**config.mk**
```make
export PLATFORM = sky130hd
export DESIGN_NAME = data_memory_arbiter
export DESIGN_NICKNAME = d
export VERILOG_FILES = /design/src/rtl/data_memory_arbiter_pkg.sv /design/src/rtl/data_memory_arbiter_load_store_formatter.sv /design/src/rtl/data_memory_arbiter.sv
export SDC_FILE = /design/constraint.sdc
export NUM_CORES = 1
export LEC_CHECK = 0
export ABC_AREA = 1
export CELL_PAD_IN_SITES_DETAIL_PLACEMENT = 1
export CELL_PAD_IN_SITES_GLOBAL_PLACEMENT = 1
export CORE_MARGIN = 2
export CORE_UTILIZATION = 29
export CTS_BUF_LIST = sky130_fd_sc_hd__clkbuf_4 sky130_fd_sc_hd__clkbuf_8
export DETAILED_ROUTE_END_ITERATION = 12
export MAX_ROUTING_LAYER = met4
export PLACE_DENSITY_LB_ADDON = 0.1
export SLEW_MARGIN = 0
export SYNTH_ARGS = -nofsm -noshare
export SYNTH_HDL_FRONTEND = slang
export SYNTH_SLANG_ARGS = --single-unit
```
**constraint.sdc**
```tcl
create_clock -name clk -period 5.4 [get_ports clk]
set_input_delay 1.08 -clock clk [delete_from_list [all_inputs] [get_ports clk]]
set_output_delay 1.08 -clock clk [all_outputs]
set_load 0.05 [all_outputs]
```
**src/rtl/data_memory_arbiter_pkg.sv**
```systemverilog
// -----------------------------------------------------------------------------
// data_memory_arbiter_pkg
//   Shared definitions for the data memory arbiter:
//   - RISC-V funct3 width/sign codes for loads and stores
//   - arbiter FSM state and requester encodings
//   - default MMIO byte address
//   - sign/zero extension helpers used by the load formatter
// -----------------------------------------------------------------------------
package data_memory_arbiter_pkg;

    // Load width/sign codes
    localparam logic [2:0] F3_LB  = 3'b000;
    localparam logic [2:0] F3_LH  = 3'b001;
    localparam logic [2:0] F3_LW  = 3'b010;
    localparam logic [2:0] F3_LBU = 3'b100;
    localparam logic [2:0] F3_LHU = 3'b101;

    // Store width codes
    localparam logic [2:0] F3_SB  = 3'b000;
    localparam logic [2:0] F3_SH  = 3'b001;
    localparam logic [2:0] F3_SW  = 3'b010;

    localparam logic [31:0] MMIO_ADDRESS_DEFAULT = 32'h0000_2000;

    typedef enum logic [1:0] {
        ST_IDLE      = 2'd0,
        ST_READ_WAIT = 2'd1,
        ST_RESPOND   = 2'd2
    } arb_state_e;

    typedef enum logic {
        REQ_CORE   = 1'b0,
        REQ_LOADER = 1'b1
    } requester_e;

    function automatic logic [31:0] extend_byte(input logic [7:0] value, input logic is_signed);
        logic [31:0] result;
        if (is_signed) begin
            result = {{24{value[7]}}, value};
        end else begin
            result = {24'h00_0000, value};
        end
        return result;
    endfunction

    function automatic logic [31:0] extend_half(input logic [15:0] value, input logic is_signed);
        logic [31:0] result;
        if (is_signed) begin
            result = {{16{value[15]}}, value};
        end else begin
            result = {16'h0000, value};
        end
        return result;
    endfunction

endpackage

```
**src/rtl/data_memory_arbiter_load_store_formatter.sv**
```systemverilog
// -----------------------------------------------------------------------------
// data_memory_arbiter_load_store_formatter
//   Purely combinational byte-lane steering for the core port.
//   Ports:
//     is_store      in   1   1 = store decode, 0 = load decode
//     funct3        in   3   width/sign code
//     lane          in   2   byte offset inside the word (address[1:0])
//     store_data    in   32  raw store data (rs2)
//     load_word     in   32  raw memory word being loaded
//     write_strobe  out  4   byte-lane write strobes
//     write_data    out  32  lane-replicated store data
//     read_data     out  32  lane-selected, sign/zero extended load data
//     access_error  out  1   illegal funct3 or misaligned access
// -----------------------------------------------------------------------------
module data_memory_arbiter_load_store_formatter
    import data_memory_arbiter_pkg::*;
(
    input  logic        is_store,
    input  logic [2:0]  funct3,
    input  logic [1:0]  lane,
    input  logic [31:0] store_data,
    input  logic [31:0] load_word,
    output logic [3:0]  write_strobe,
    output logic [31:0] write_data,
    output logic [31:0] read_data,
    output logic        access_error
);

    logic [7:0]  lane_byte_s;
    logic [15:0] lane_half_s;

    // Pick the addressed byte and halfword out of the loaded word
    always_comb begin
        case (lane)
            2'd0:    lane_byte_s = load_word[7:0];
            2'd1:    lane_byte_s = load_word[15:8];
            2'd2:    lane_byte_s = load_word[23:16];
            2'd3:    lane_byte_s = load_word[31:24];
            default: lane_byte_s = load_word[7:0];
        endcase
        if (lane[1]) begin
            lane_half_s = load_word[31:16];
        end else begin
            lane_half_s = load_word[15:0];
        end
    end

    // Width decode: strobes and replicated data for stores, extension for loads
    always_comb begin
        write_strobe = 4'b0000;
        write_data   = 32'h0000_0000;
        read_data    = 32'h0000_0000;
        access_error = 1'b0;
        if (is_store) begin
            case (funct3)
                F3_SB: begin
                    write_strobe = 4'b0001 << lane;
                    write_data   = {4{store_data[7:0]}};
                end
                F3_SH: begin
                    if (lane[0]) begin
                        access_error = 1'b1;
                    end else begin
                        write_strobe = 4'b0011 << lane;
                        write_data   = {2{store_data[15:0]}};
                    end
                end
                F3_SW: begin
                    if (lane != 2'b00) begin
                        access_error = 1'b1;
                    end else begin
                        write_strobe = 4'b1111;
                        write_data   = store_data;
                    end
                end
                default: access_error = 1'b1;
            endcase
        end else begin
            case (funct3)
                F3_LB:  read_data = extend_byte(lane_byte_s, 1'b1);
                F3_LBU: read_data = extend_byte(lane_byte_s, 1'b0);
                F3_LH: begin
                    if (lane[0]) begin
                        access_error = 1'b1;
                    end else begin
                        read_data = extend_half(lane_half_s, 1'b1);
                    end
                end
                F3_LHU: begin
                    if (lane[0]) begin
                        access_error = 1'b1;
                    end else begin
                        read_data = extend_half(lane_half_s, 1'b0);
                    end
                end
                F3_LW: begin
                    if (lane != 2'b00) begin
                        access_error = 1'b1;
                    end else begin
                        read_data = load_word;
                    end
                end
                default: access_error = 1'b1;
            endcase
        end
    end

endmodule

```
**src/rtl/data_memory_arbiter.sv**
```systemverilog
// -----------------------------------------------------------------------------
// data_memory_arbiter
//   Shares one single-port word-organised data memory between the core
//   load/store stage (stall handshake) and the program loader
//   (request/ready handshake). Round-robin arbitration in IDLE, 3-cycle read
//   path (grant, wait, respond), single-cycle writes, alignment/funct3 error
//   retirement and one MMIO byte register.
//   Ports:
//     clk, reset_n                         clock, async active-low reset
//     core_request_read/_write             core load/store request
//     core_subfunction_3                   funct3 width/sign code
//     core_address, core_write_data        core byte address and store data
//     core_stall                           combinational pipeline hold
//     core_read_data                       formatted load result
//     core_decoding_error                  one-cycle error pulse
//     loader_request/_write/_address/_write_data   loader word access
//     loader_ready, loader_read_data       loader completion and read data
//     mem_address/_read_enable/_write_enable/_write_data/_read_data  memory
//     memory_mapped_io                     MMIO output byte
// -----------------------------------------------------------------------------
module data_memory_arbiter
    import data_memory_arbiter_pkg::*;
#(
    parameter int unsigned ADDRESS_WIDTH = 12,
    parameter logic [31:0] MMIO_ADDRESS  = MMIO_ADDRESS_DEFAULT
) (
    input  logic                     clk,
    input  logic                     reset_n,
    input  logic                     core_request_read,
    input  logic                     core_request_write,
    input  logic [2:0]               core_subfunction_3,
    input  logic [31:0]              core_address,
    input  logic [31:0]              core_write_data,
    output logic                     core_stall,
    output logic [31:0]              core_read_data,
    output logic                     core_decoding_error,
    input  logic                     loader_request,
    input  logic                     loader_write,
    input  logic [31:0]              loader_address,
    input  logic [31:0]              loader_write_data,
    output logic                     loader_ready,
    output logic [31:0]              loader_read_data,
    output logic [ADDRESS_WIDTH-3:0] mem_address,
    output logic                     mem_read_enable,
    output logic [3:0]               mem_write_enable,
    output logic [31:0]              mem_write_data,
    input  logic [31:0]              mem_read_data,
    output logic [7:0]               memory_mapped_io
);

    arb_state_e state_r;
    requester_e owner_r;
    requester_e last_grant_r;
    logic       mmio_read_r;

    logic        core_pending_s;
    logic        core_mmio_s;
    logic        grant_core_s;
    logic        grant_loader_s;
    logic        core_err_grant_s;
    logic        core_rd_grant_s;
    logic        core_wr_grant_s;
    logic [3:0]  fmt_strobe_s;
    logic [31:0] fmt_write_data_s;
    logic [31:0] fmt_read_data_s;
    logic        fmt_error_s;
    logic        unused_loader_bits_s;

    // Loader addresses are word-aligned and truncated; the dropped bits carry no meaning
    assign unused_loader_bits_s = ^{loader_address[31:ADDRESS_WIDTH], loader_address[1:0]};

    // A simultaneous read and write from the core is treated as a read
    assign core_pending_s = core_request_read | core_request_write;
    assign core_mmio_s    = (core_address == MMIO_ADDRESS);

    data_memory_arbiter_load_store_formatter u_formatter (
        .is_store     (~core_request_read),
        .funct3       (core_subfunction_3),
        .lane         (core_address[1:0]),
        .store_data   (core_write_data),
        .load_word    (mem_read_data),
        .write_strobe (fmt_strobe_s),
        .write_data   (fmt_write_data_s),
        .read_data    (fmt_read_data_s),
        .access_error (fmt_error_s)
    );

    // Round-robin grant, only in IDLE and never while reset is asserted
    always_comb begin
        grant_core_s   = 1'b0;
        grant_loader_s = 1'b0;
        if ((state_r == ST_IDLE) && reset_n && core_pending_s &&
            (!loader_request || (last_grant_r == REQ_LOADER))) begin
            grant_core_s = 1'b1;
        end else if ((state_r == ST_IDLE) && reset_n && loader_request) begin
            grant_loader_s = 1'b1;
        end else begin
            grant_core_s   = 1'b0;
            grant_loader_s = 1'b0;
        end
    end

    // An erroneous core request still consumes its grant but never touches memory
    assign core_err_grant_s = grant_core_s & fmt_error_s;
    assign core_rd_grant_s  = grant_core_s & ~fmt_error_s & core_request_read;
    assign core_wr_grant_s  = grant_core_s & ~fmt_error_s & ~core_request_read;

    // The core is released on a write grant, an error retirement or its RESPOND cycle
    assign core_stall = reset_n & core_pending_s &
                        ~(core_wr_grant_s | core_err_grant_s |
                          ((state_r == ST_RESPOND) && (owner_r == REQ_CORE)));

    // Memory strobes exist only in the granted IDLE cycle; MMIO accesses bypass memory
    always_comb begin
        mem_address      = '0;
        mem_read_enable  = 1'b0;
        mem_write_enable = 4'b0000;
        mem_write_data   = 32'h0000_0000;
        if (grant_loader_s) begin
            mem_address = loader_address[ADDRESS_WIDTH-1:2];
            if (loader_write) begin
                mem_write_enable = 4'b1111;
                mem_write_data   = loader_write_data;
            end else begin
                mem_read_enable = 1'b1;
            end
        end else if ((core_rd_grant_s || core_wr_grant_s) && !core_mmio_s) begin
            mem_address = core_address[ADDRESS_WIDTH-1:2];
            if (core_rd_grant_s) begin
                mem_read_enable = 1'b1;
            end else begin
                mem_write_enable = fmt_strobe_s;
                mem_write_data   = fmt_write_data_s;
            end
        end else begin
            mem_address      = '0;
            mem_read_enable  = 1'b0;
            mem_write_enable = 4'b0000;
            mem_write_data   = 32'h0000_0000;
        end
    end

    // Arbiter FSM with its registered outputs
    always_ff @(posedge clk or negedge reset_n) begin
        if (!reset_n) begin
            state_r             <= ST_IDLE;
            owner_r             <= REQ_CORE;
            last_grant_r        <= REQ_LOADER;
            mmio_read_r         <= 1'b0;
            core_read_data      <= 32'h0000_0000;
            core_decoding_error <= 1'b0;
            loader_ready        <= 1'b0;
            loader_read_data    <= 32'h0000_0000;
            memory_mapped_io    <= 8'h00;
        end else begin
            core_decoding_error <= core_err_grant_s;
            loader_ready        <= 1'b0;
            if (grant_core_s) begin
                last_grant_r <= REQ_CORE;
            end else if (grant_loader_s) begin
                last_grant_r <= REQ_LOADER;
            end
            if (core_wr_grant_s && core_mmio_s) begin
                memory_mapped_io <= core_write_data[7:0];
            end
            case (state_r)
                ST_IDLE: begin
                    if (core_rd_grant_s) begin
                        state_r     <= ST_READ_WAIT;
                        owner_r     <= REQ_CORE;
                        mmio_read_r <= core_mmio_s;
                    end else if (grant_loader_s && !loader_write) begin
                        state_r     <= ST_READ_WAIT;
                        owner_r     <= REQ_LOADER;
                        mmio_read_r <= 1'b0;
                    end else if (grant_loader_s) begin
                        loader_ready <= 1'b1;
                    end
                end
                ST_READ_WAIT: begin
                    // Memory data is valid this cycle; core inputs are held by the stall
                    state_r <= ST_RESPOND;
                    if (owner_r == REQ_CORE) begin
                        if (mmio_read_r) begin
                            core_read_data <= {24'h00_0000, memory_mapped_io};
                        end else begin
                            core_read_data <= fmt_read_data_s;
                        end
                    end else begin
                        loader_read_data <= mem_read_data;
                        loader_ready     <= 1'b1;
                    end
                end
                ST_RESPOND: begin
                    state_r <= ST_IDLE;
                end
                default: begin
                    state_r <= ST_IDLE;
                end
            endcase
        end
    end

endmodule

```
## Word-level counts from Yosys, hierarchy flattened

Index checks and enable logic that the tools add are counted.

- Shift-type cells: 2
- Multiplexer cells: 52
- Equal/unequal tests: 11
- Bitwise operators: 13
- Reduce and logical (&&, ||, !) cells: 24

Operators by type and width:

| operator | number |
|---|---|
| $mux 32 | 11 |
| $pmux 32 s5 | 1 |
| $pmux 32 s3 | 1 |
| $eq 32x14->1 const B | 1 |
| $mux 16 | 2 |
| $pmux 8 s4 | 1 |
| $mux 4 | 7 |
| $mux 1 | 20 |
| $mux 10 | 2 |
| $pmux 4 s3 | 1 |
| $logic_and 1x1->1 | 8 |
| $and 1x1->1 | 6 |
| $eq 2x2->1 const B | 3 |
| $eq 3x3->1 const B | 2 |
| $pmux 1 s3 | 2 |
| $reduce_and 2->1 | 3 |
| $reduce_bool 2->1 | 3 |
| $eq 2x1->1 const B | 2 |
| $logic_not 2->1 | 2 |
| $mux 2 | 2 |
| $not 1->1 | 4 |
| $pmux 2 s2 | 1 |
| $reduce_or 2->1 | 2 |
| $shl 1x2->4 const A | 1 |
| 9 further kinds | 14 |

- Register bits: 79
- Output and inout port bits: 122
- Input port bits: 169
- Word-level logic and storage cells: 111

## Longest topological paths before layout

- Word-level depth: 11
- Depth in mapped cells: 11
- Mapped depth without buffers: 9

## Hierarchy

From an unflattened synthesis, not the netlist that was laid out.

- Cells, all modules: 894
- Area, all modules: 5805.6 sq um

By module, submodules not included:

| module | area each (sq um) | instances | cells each | sequential area each (sq um) |
|---|---|---|---|---|
| data_memory_arbiter | 3953.8 | 1 | 474 | 1978.1 |
| data_memory_arbiter_load_store_formatter | 1851.8 | 1 | 420 | 0.0 |

## Least setup slack after synthesis

No wires, ideal clock.

- Path kind: input to output
- Start: input port core_subfunction_3[1]
- End: output port mem_read_enable
- Data required time: 4.320 ns
- Path slack: 1.405 ns
- Arrival: 2.915 ns
- Path buffers: 1
- Stages on the path: 6
- Cell sequence: buf_2 a21oi_1 nand2_1 nand2_1 nand4_1 o21ai_0

- Cells in the longest elaborated chain, start to end: 11
- Elaborated cells on any way between the ends: 19
- Classes of those cells: eq/ne (4); mux (6); bitwise (4); reduce/logical (5)

RTL lines:

| element | RTL line | RTL |
|---|---|---|
| from (decl) | data_memory_arbiter.sv:31 | `input logic [2:0] core_subfunction_3,` |
| $eq 3x1->1 (tied with other cells) | data_memory_arbiter_load_store_formatter.sv:55, data_memory_arbiter_load_store_formatter.sv:79 |  |
| $reduce_or 2->1 (no line) | - |  |
| $pmux 1 s3 | data_memory_arbiter_load_store_formatter.sv:79 | `case (funct3)` |
| $mux 1 * | data_memory_arbiter_load_store_formatter.sv:54 | `if (is_store) begin` |
| $not 1->1 * | data_memory_arbiter.sv:105, data_memory_arbiter.sv:106 |  |
| $and 1x1->1 * | data_memory_arbiter.sv:105, data_memory_arbiter.sv:106 |  |
| $and 1x1->1, on equally long branches | data_memory_arbiter.sv:105, data_memory_arbiter.sv:106 |  |
| $logic_or 1x1->1 | data_memory_arbiter.sv:127 | `end else if ((core_rd_grant_s \|\| core_wr_grant_s) && !core_mmio_s) begin` |
| $logic_and 1x1->1 | data_memory_arbiter.sv:127 |  |
| $mux 1 * | data_memory_arbiter.sv:127 |  |
| $mux 1 * | data_memory_arbiter.sv:119 | `if (grant_loader_s) begin` |
| to (decl) | data_memory_arbiter.sv:44 | `output logic mem_read_enable,` |

Every way passes the cells marked *; elsewhere a longest branch is shown, timed or not.

## Worst setup path after layout

- Start: input port core_subfunction_3[1]
- End: output port mem_write_data[7]

- Cells in the longest elaborated chain, start to end: 11
- Elaborated cells on any way between the ends: 21
- Classes of those cells: eq/ne (4); mux (8); bitwise (4); reduce/logical (5)

RTL lines:

| element | RTL line | RTL |
|---|---|---|
| $eq 3x1->1 (tied with other cells) | data_memory_arbiter_load_store_formatter.sv:55, data_memory_arbiter_load_store_formatter.sv:79 |  |
| $reduce_or 2->1 (no line) | - |  |
| $pmux 1 s3 | data_memory_arbiter_load_store_formatter.sv:79 |  |
| $mux 1 | data_memory_arbiter_load_store_formatter.sv:54 |  |
| $not 1->1 | data_memory_arbiter.sv:105, data_memory_arbiter.sv:106 |  |
| $and 1x1->1 | data_memory_arbiter.sv:105, data_memory_arbiter.sv:106 |  |
| $and 1x1->1, on equally long branches | data_memory_arbiter.sv:105, data_memory_arbiter.sv:106 |  |
| $logic_or 1x1->1 | data_memory_arbiter.sv:127 |  |
| $logic_and 1x1->1 | data_memory_arbiter.sv:127 |  |
| $mux 32 * | data_memory_arbiter.sv:127 |  |
| $mux 32 * | data_memory_arbiter.sv:119 |  |
| to (decl) | data_memory_arbiter.sv:46 | `output logic [31:0] mem_write_data,` |

Marked as above.

==> reports/results.ini <==
[run_status]
status = finished clean

[timing]
slew-limit-headroom_pct = 46.94
holdWs_ps = 486.7
min_period_ps = 4596
tns_ps = 0
max_freq_mhz = 217.6
rsz0062_at_grt = no
fin_ws_ps = 803.6
clock_skew_ps = 19.27
setup_violations = 0
finalHoldViolations = 0
final.period_utilization_pct = 85.12
slew_violations = 0
tightest_slew_ps = 795.9

[cts]
cts_sinks = 79
root_buffer = clkbuf_8
ctsResizeCount = 0
htree_levels = 3
clk_path_buf_depth = 2
tritoncts = done
postCtsSetupBuffers = 0
path_clk_slew_ps = 80
cts_buffers = 9
insertion_delay_ps = 360
hold_buffers = 0

[layout]
seq_area_sq_um = 1978
final_common_cell = nand2_1
synthToLayoutAreaGrowth_pct = 55.35
final_cell_mix = nand2_1 (383), clkdlybuf4s50_1 (219), nor2_1 (138)
nNetsFinal = 1297
drive_gt1_share_pct = 10.33
fillers = 2409
multiInputGateArea_sq_um = 3109

[die]
die_area_sq_um = 19940
fp.dieW_microns = 141.2
coreArea_sq_um = 18580
start_util_pct = 29.38
ios = 291
die_h_microns = 141.2
rows = 50

[synth]
yosysSeqAreaShare_pct = 36.24
synth_cells = 882
synth_area_per_cell_sq_um = 6.189
synth_largest_area_cell = dfrtp_1
synth.top_cell.area_share_pct = 35.76
yosys_warnings = 0
synth-seq-cells = 79
synth_nets = 1051
synth.cell_area_sq_um = 5459
synth.top_cells.by_area = dfrtp_1 (36%), nand2_1 (26%), nor2_1 (9.6%), nand3_1 (6.9%), o21ai_0 (2.8%)
netlist-cell-type-count = 30

[min_path]
worstHoldStart = core_read_data[15]
hold_class = register to register

[pwr]
p_sw_mw = 1.416
power_frac_comb_pct = 53.5
p_per_area_nw_per_um2 = 358.1
p_total_mw = 3.037
p_clk_share_pct = 17.0
p_sw_share_pct = 46.63
peakVddDrop_v = 0.0001714
p_leak_nw = 4.188
p_int_mw = 1.621
power.share.sequential_pct = 29.5

[grt]
grt_pass1_wl_microns = 35340
grt_max_degree = 60
antenna_found_initial = 1
grt_util_all_layers_pct = 23.24
grt_pass1_vias = 6619
overflow = 0

[placement]
post-dp-hpwl_microns = 18110
place_ws_ps = 823.9
place_congestion = 0.8314
port-buffer-count = 268

[setup_path]
required_ps = 4320
cp.arrival_ps = 3520
startpoint_type = input port
cp_max_fo = 18
crit-reg2reg-launch = state_r[1]
path_class = input port to output pin
crit_path_end_kind = output pin
cp-startpoint = core_subfunction_3[1]

[drt]
first_pass_iters = 4
via_count = 6536
drtIter0Drc = 286
wire_per_inst_microns = 16.73
remaining_drc_errors = 0
finalWirelength_microns = 22890
drtAntennaViolNets = 0
via_per_inst = 4.778

[run]
max-cap-violations = 0

## power by group through the flow
stage                     registers (mW)  clock network, mW  logic [mW]
after floorplan                     1.53                  0       0.359
after global placement             0.903                  0        1.62
after detailed placement           0.908                  0        1.64
after CTS                          0.898              0.530        1.64
after global routing               0.919              0.553        1.71
final                              0.896              0.516        1.63
## area by class of cell
cell class	instances	area share, %
multi-input cells	714	36.66
repair buffers	279	31.90
flip-flops and latches	79	23.33
well taps	234	3.452
inverters	45	1.992
clock buffers	10	1.549
clock inverters	6	1.092
diodes	1	0.02951
## logic make-up (layout without fill, tap and decap cells)
logic type,count (synthesis),in the layout,share of synthesized area [%]
AOI/OAI and AO/OA,81,81,8.366
buffers and inverters,89,340,6.853
DFF,79,79,36.24
muxes,9,9,1.857
other,0,1,0
and+or+nand+nor,624,624,46.69
## final timing paths
kind,end,slack (ps),cells past startpoint
worst min register to register,core_read_data[15],490,2
max in group asynchronous,loader_read_data[14],3680,2
worst max-delay path,mem_write_data[7],800,11
worst max register to register,core_read_data[31],3370,6
min in group asynchronous,loader_read_data[9],600,1
worst min-delay path,core_read_data[15],490,2
## worst max-delay path, stage by stage
cell and delay [ps]:
clkdlybuf4s50_1 620, inv_1 170, nand2_1 110, nor2_2 570
nand3_1 150, nand2_1 170, nor2_1 60, nor2_1 80
nand3_1 120, nand2_1 160, buf_4 210
## per-layer routing
metal	track usage [%]	vias up	routed length, microns
met5	-	-	0
met4	5.526	0	391
met3	3.567	17	1111
met2	40.93	209	11570
met1	27.96	3037	9816
li1	-	3273	-
## per-stage QoR
step,instance area (sq um),util [%],cells
global placement,8254,44.42,1351
detailed placement,8254,44.42,1351
finish,8481,45.64,1368
global route,8481,45.64,1368
CTS,8478,45.63,1367
floorplan,5459,-,882
## flip-flops by register name (all words and copies together), names as in the netlist
register / flops
core_read_data: 32
loader_read_data: 32
memory_mapped_io: 8
state_r: 2
core_decoding_error: 1
last_grant_r: 1
loader_ready: 1
mmio_read_r: 1
owner_r: 1
## Yosys cell counts (all sizes together)
master,n
o22ai,14
dfrtp,78
o21ai,31
nand4,2
a21oi,27
or2,8
o2111ai,1
a21boi,7
nand2,384
nand3,76
mux2,9
o31ai,1
inv,45
dfstp,1
nor2,148
nor3,4
clkbuf,22
buf,22
nor4,1
and2,1
Note: power is estimated with default switching activity, not from simulation.
